--- config.mk ---
export PLATFORM = sky130hd
export DESIGN_NAME = condicionador_de_entradas_flat
export DESIGN_NICKNAME = d
export VERILOG_FILES = /design/src/rtl/condicionador_de_entradas_if.sv /design/src/rtl/condicionador_de_entradas.sv /design/src/flat_wrapper.sv
export SDC_FILE = /design/constraint.sdc
export NUM_CORES = 1
export LEC_CHECK = 0
export ABC_AREA = 1
export CORE_ASPECT_RATIO = 1.75
export CORE_MARGIN = 8
export CORE_UTILIZATION = 25
export CTS_CLUSTER_DIAMETER = 200
export DETAILED_ROUTE_END_ITERATION = 8
export PLACE_DENSITY = 0.42
export SLEW_MARGIN = 20
export SYNTH_ARGS = -nofsm -noshare
export SYNTH_HDL_FRONTEND = slang
export SYNTH_SLANG_ARGS = --single-unit
--- constraint.sdc ---
create_clock -name clk -period 12.8 [get_ports clk]
set_clock_uncertainty 0.15 [all_clocks]
set_input_delay 1.92 -clock clk [delete_from_list [all_inputs] [get_ports clk]]
set_output_delay 1.92 -clock clk [all_outputs]
set_load 0.005 [all_outputs]
--- src/rtl/condicionador_de_entradas_if.sv ---
// condicionador_de_entradas_if: raw switches/buttons in, debounced user/function codes, change events and busy flag out
interface condicionador_de_entradas_if;
  logic [7:0] ch;
  logic [3:0] btn;
  logic [2:0] user0;
  logic [2:0] func0;
  logic [2:0] user1;
  logic [2:0] func1;
  logic evento0;
  logic evento1;
  logic ocupado;
  modport master (
    output ch, btn,
    input  user0, func0, user1, func1, evento0, evento1, ocupado
  );
  modport slave (
    input  ch, btn,
    output user0, func0, user1, func1, evento0, evento1, ocupado
  );
endinterface

--- src/rtl/condicionador_de_entradas.sv ---
// condicionador_de_entradas: syncs+debounces ch[7:0]/active-low btn[3:0] (clk, async rst) into user0/func0/user1/func1, evento0/1 change pulses, ocupado
module condicionador_de_entradas #(
  parameter int DEBOUNCE_CYCLES = 500000,
  parameter int CNT_W = 20
) (
  input logic clk,
  input logic rst,
  condicionador_de_entradas_if.slave bus
);
  localparam logic [11:0] RST_LVL = 12'hF00;
  localparam logic [CNT_W-1:0] LAST = CNT_W'(DEBOUNCE_CYCLES - 1);
  logic [11:0] raw, meta, sync, stable, busy;
  logic [5:0] cur0, cur1, prev0, prev1;
  assign raw = {bus.btn, bus.ch};
  always_ff @(posedge clk or posedge rst)
    if (rst) begin
      meta <= RST_LVL;
      sync <= RST_LVL;
    end else begin
      meta <= raw;
      sync <= meta;
    end
  for (genvar i = 0; i < 12; i++) begin : g_db
    logic [CNT_W-1:0] cnt;
    logic s;
    always_ff @(posedge clk or posedge rst)
      if (rst) begin
        cnt <= '0;
        s <= RST_LVL[i];
      end else if (sync[i] == s) begin
        cnt <= '0;
      end else if (cnt == LAST) begin
        s <= sync[i];
        cnt <= '0;
      end else begin
        cnt <= cnt + 1'b1;
      end
    assign stable[i] = s;
    assign busy[i] = |cnt;
  end
  assign cur0 = {stable[0], stable[1], stable[2], stable[3], ~stable[8], ~stable[9]};
  assign cur1 = {stable[4], stable[5], stable[6], stable[7], ~stable[10], ~stable[11]};
  always_ff @(posedge clk or posedge rst)
    if (rst) begin
      prev0 <= '0;
      prev1 <= '0;
    end else begin
      prev0 <= cur0;
      prev1 <= cur1;
    end
  assign bus.user0 = cur0[5:3];
  assign bus.func0 = cur0[2:0];
  assign bus.user1 = cur1[5:3];
  assign bus.func1 = cur1[2:0];
  assign bus.evento0 = prev0 != cur0;
  assign bus.evento1 = prev1 != cur1;
  assign bus.ocupado = |busy;
endmodule
--- src/flat_wrapper.sv ---
// flat-port wrapper written by rule: the top's interface ports become plain ports
module condicionador_de_entradas_flat 
#(
  parameter int DEBOUNCE_CYCLES = 500000,
  parameter int CNT_W = 20
)
  (clk, rst, bus_ch, bus_btn, bus_user0, bus_func0, bus_user1, bus_func1, bus_evento0, bus_evento1, bus_ocupado);
  condicionador_de_entradas_if bus_i ();
  input logic clk;
  input logic rst;
  input wire logic [$bits(bus_i.ch)-1:0] bus_ch;
  input wire logic [$bits(bus_i.btn)-1:0] bus_btn;
  output wire logic [$bits(bus_i.user0)-1:0] bus_user0;
  output wire logic [$bits(bus_i.func0)-1:0] bus_func0;
  output wire logic [$bits(bus_i.user1)-1:0] bus_user1;
  output wire logic [$bits(bus_i.func1)-1:0] bus_func1;
  output wire logic [$bits(bus_i.evento0)-1:0] bus_evento0;
  output wire logic [$bits(bus_i.evento1)-1:0] bus_evento1;
  output wire logic [$bits(bus_i.ocupado)-1:0] bus_ocupado;
  assign bus_i.ch = bus_ch;
  assign bus_i.btn = bus_btn;
  assign bus_user0 = bus_i.user0;
  assign bus_func0 = bus_i.func0;
  assign bus_user1 = bus_i.user1;
  assign bus_func1 = bus_i.func1;
  assign bus_evento0 = bus_i.evento0;
  assign bus_evento1 = bus_i.evento1;
  assign bus_ocupado = bus_i.ocupado;
  condicionador_de_entradas #(.DEBOUNCE_CYCLES(DEBOUNCE_CYCLES), .CNT_W(CNT_W)) u_core (.clk(clk), .rst(rst), .bus(bus_i));
endmodule
==> impl_metrics.ini <==
[worst_hold_path]
hold_start = u_core.meta[5]$_DFF_PP0_
hp-class = flip-flop to flip-flop
whs_endpoint = u_core.sync[5]$_DFF_PP0_
hold_depth = 0

[clock_network]
cts.path.max_buffers = 3
cts_setup_buffers = 0
clk_latency_ns = 0.52
hold_buffers = 0
cts_tree = yes
cts_root_buffer = clkbuf_16
htreeDepth = 2
cts_buffers = 34
clkSlewWorstSetupHoldPaths_ns = 0.06
cts.repair.resized = 0
cts.sinks = 288

[floorplan]
coreArea_mm2 = 0.0642
ios = 29
die_area_mm2 = 0.0736
die_h_um = 353
die_w_um = 208
placementRows = 123
start_util_pct = 25.3

[critical_path]
worst-setup-path-type = flip-flop to primary output
reg2reg_slack_ns = 10.89
required_ns = 10.73
rr_worst_depth = 6
rr_endpoint = u_core.g_db[4].cnt[18]$_DFF_PP0_
cp-start-kind = flip-flop
arrival_ns = 2.54
r2r_start = u_core.g_db[4].cnt[0]$_DFF_PP0_
worstSetupEndpointType = primary output
path_max_fanout = 5

[cells_and_area]
num-fill-cells = 6838
area_delta_synth_final_pct = 14.9
nets = 2269
fin_cells = 3068
multiInputGateArea_mm2 = 0.00782
regArea_mm2 = 0.00722
diodes = 0
drive_above_1_share_pct = 6.43

[sta]
tns_ns = 0
slew_headroom_pct = 35.1
setup-violations-final = 0
rsz0062_at_grt = false
min_period_over_period_pct = 36.0
timing.final.max_slew_violations = 0
fin_crit_ns = 4.61
hold_viol = 0
fmax_ghz = 0.217
worst_pin_slew_ns = 0.973

[grt]
overflow = 0
grtUsageMet2_pct = 24.1
use_met3_pct = 1.80
grt_usage_pct = 12.3
grt_max_degree = 106
busiest_layer = met2
use_met1_pct = 12.5
grt_pass1_vias = 14215
antenna_found_initial = 0
grt_pass1_wl_um = 73900

[detailed_routing]
dr.first_iter.drc_count = 658
ant_nets = 0
drt-pass1-iter-count = 5
vias = 13682
wl_um = 45600
viasPerCell = 4.46
drcViolationCount = 0
wl_per_cell_um = 14.9

[synthesis]
synthCells = 2190
yosys_warnings = 0
synthFlopType = dfrtp_1
avgSynthCellArea_um2 = 7.40
yosysSeqAreaShare_pct = 44.6
synth_seq_cells = 288
synth_cell_types = 38
async_flop_share_pct = 100
syn_nets = 2228
syn_area_mm2 = 0.0162
synth_edf_count = 0

[pwr]
power.density_mw_per_mm2 = 113
leakage_nw = 8.29
vdd_drop_max_v = 0.0000941

[placed_design]
place_congestion = 0.879
dpl.cell_count = 3007
dpl.hpwl_um = 34500
port_buffers = 28

[run]
maxCapViolCount = 0

[status]
status = completed
kinds of logic (layout without fill, tap and decap cells):
logic type      count (synthesis)  after routing  share of synthesized area [%]
flops                         288            288                           44.6
xor+xnor                      121            121                           6.63
compound gates                 73             73                           2.55
fa+ha+maj                      24             24                           1.85
simple gates                 1387           1387                           37.2
buf+inv                       297            363                           7.20
per-layer routing:
layer  vias up  wire length (um)
li1       6900                 -
met1      6464             17200
met2       216             25000
met3       102              1390
met4         0              2080
met5         -                 0
metrics by stage:
step | utilization (%) | hold WS, ns | area, um2 | power, mW | setup slack [ns]
after floorplan | - | 0.181 | 16200 | 1.01 | 2.80
after global placement | 27.1 | 0.184 | 17400 | 1.04 | 8.52
after detailed placement | 27.1 | 0.185 | 17400 | 1.04 | 8.48
after CTS | 29.0 | 0.199 | 18600 | 2.15 | 8.13
after global routing | 29.0 | 0.214 | 18600 | 2.19 | 7.96
final | 29.0 | 0.197 | 18600 | 2.10 | 8.19
worst max-delay path by stage:
stage,start,to,slack (ns),depth (start not counted)
floorplan,rst,u_core.g_db[0].cnt[0]$_DFF_PP0_,2.80,1
CTS,u_core.g_db[10].cnt[13]$_DFF_PP0_,bus_ocupado,8.13,9
global route,u_core.g_db[10].cnt[10]$_DFF_PP0_,bus_ocupado,7.96,9
detailed placement,rst,u_core.g_db[7].cnt[14]$_DFF_PP0_,8.48,3
finish,u_core.g_db[5].cnt[10]$_DFF_PP0_,bus_ocupado,8.19,9
global placement,rst,u_core.g_db[7].cnt[15]$_DFF_PP0_,8.52,3
worst max-delay path, cell delays in order (launching register included):
cell             delay, ns
dfrtp_1               0.44
nor2_1                0.22
nand2_1               0.14
nor2_1                0.22
nand2_1               0.09
nor2_1                0.09
nand2_1               0.12
nor2_1                0.12
nand2_1               0.09
clkdlybuf4s50_1       0.47
sequential cells by signal, summed over array words and instances (netlist names):
register / flops
u_core.sync: 12
u_core.prev0: 6
u_core.meta: 12
u_core.g_db.cnt: 240
u_core.prev1: 6
u_core.g_db.s: 12
cells in the final DEF (no fill, tap or decap), drive strengths merged:
cell | netlist | routed
nor2 | 624 | 624
nand2 | 448 | 448
dfrtp | 276 | 276
inv | 270 | 271
nand3 | 176 | 176
xor2 | 95 | 95
nand4 | 61 | 61
nor3 | 53 | 53
clkbuf | 1 | 45
a21oi | 29 | 29
clkdlybuf4s50 | 0 | 28
o21ai | 27 | 27
xnor2 | 26 | 26
ha | 24 | 24
nor3b | 12 | 12
dfstp | 12 | 12
nand3b | 11 | 11
o21bai | 9 | 9
clkinv | 0 | 8
bufinv | 0 | 7
buf | 26 | 4
o21a | 3 | 3
a31oi | 2 | 2
a211oi | 2 | 2
or2 | 1 | 1
o2111ai | 1 | 1
and3 | 1 | 1
where the power goes:
group          leakage [nW]  switching (mW)  internal, mW
registers              3.89          0.0122         0.924
clock network         0.608           0.407         0.673
logic                  3.79          0.0597        0.0230
cell usage after synthesis (3+ instances only):
library cell | instances | area [um2]
nand3_1 | 168 | 841
nand2_2 | 13 | 81.3
nor3b_1 | 12 | 90.1
dfrtp_1 | 276 | 6910
o21a_1 | 3 | 22.5
nor3_1 | 49 | 245
ha_1 | 24 | 300
inv_1 | 262 | 983
dfstp_2 | 12 | 315
nor2_4 | 12 | 135
inv_2 | 8 | 30.0
nor2_1 | 595 | 2230
nand3b_1 | 7 | 52.6
a21oi_1 | 28 | 140
nand4_1 | 61 | 382
buf_2 | 18 | 90.1
o21ai_1 | 3 | 15.0
nor2_2 | 17 | 106
nand3b_4 | 4 | 80.1
nand3_2 | 8 | 80.1
o21ai_0 | 23 | 115
buf_4 | 8 | 60.1
xor2_1 | 93 | 815
nand2_1 | 434 | 1630
xnor2_1 | 26 | 228
o21bai_1 | 9 | 67.6
final cells by class:
class / instances / area share [%]
multi-input combinational: 1605 / 42.0
sequential: 288 / 38.8
inverter: 270 / 5.48
tap: 812 / 5.46
clock buffer: 45 / 5.17
timing repair buffer: 32 / 1.67
clock inverter: 16 / 1.43
Note: power is estimated with default switching activity, not from simulation.
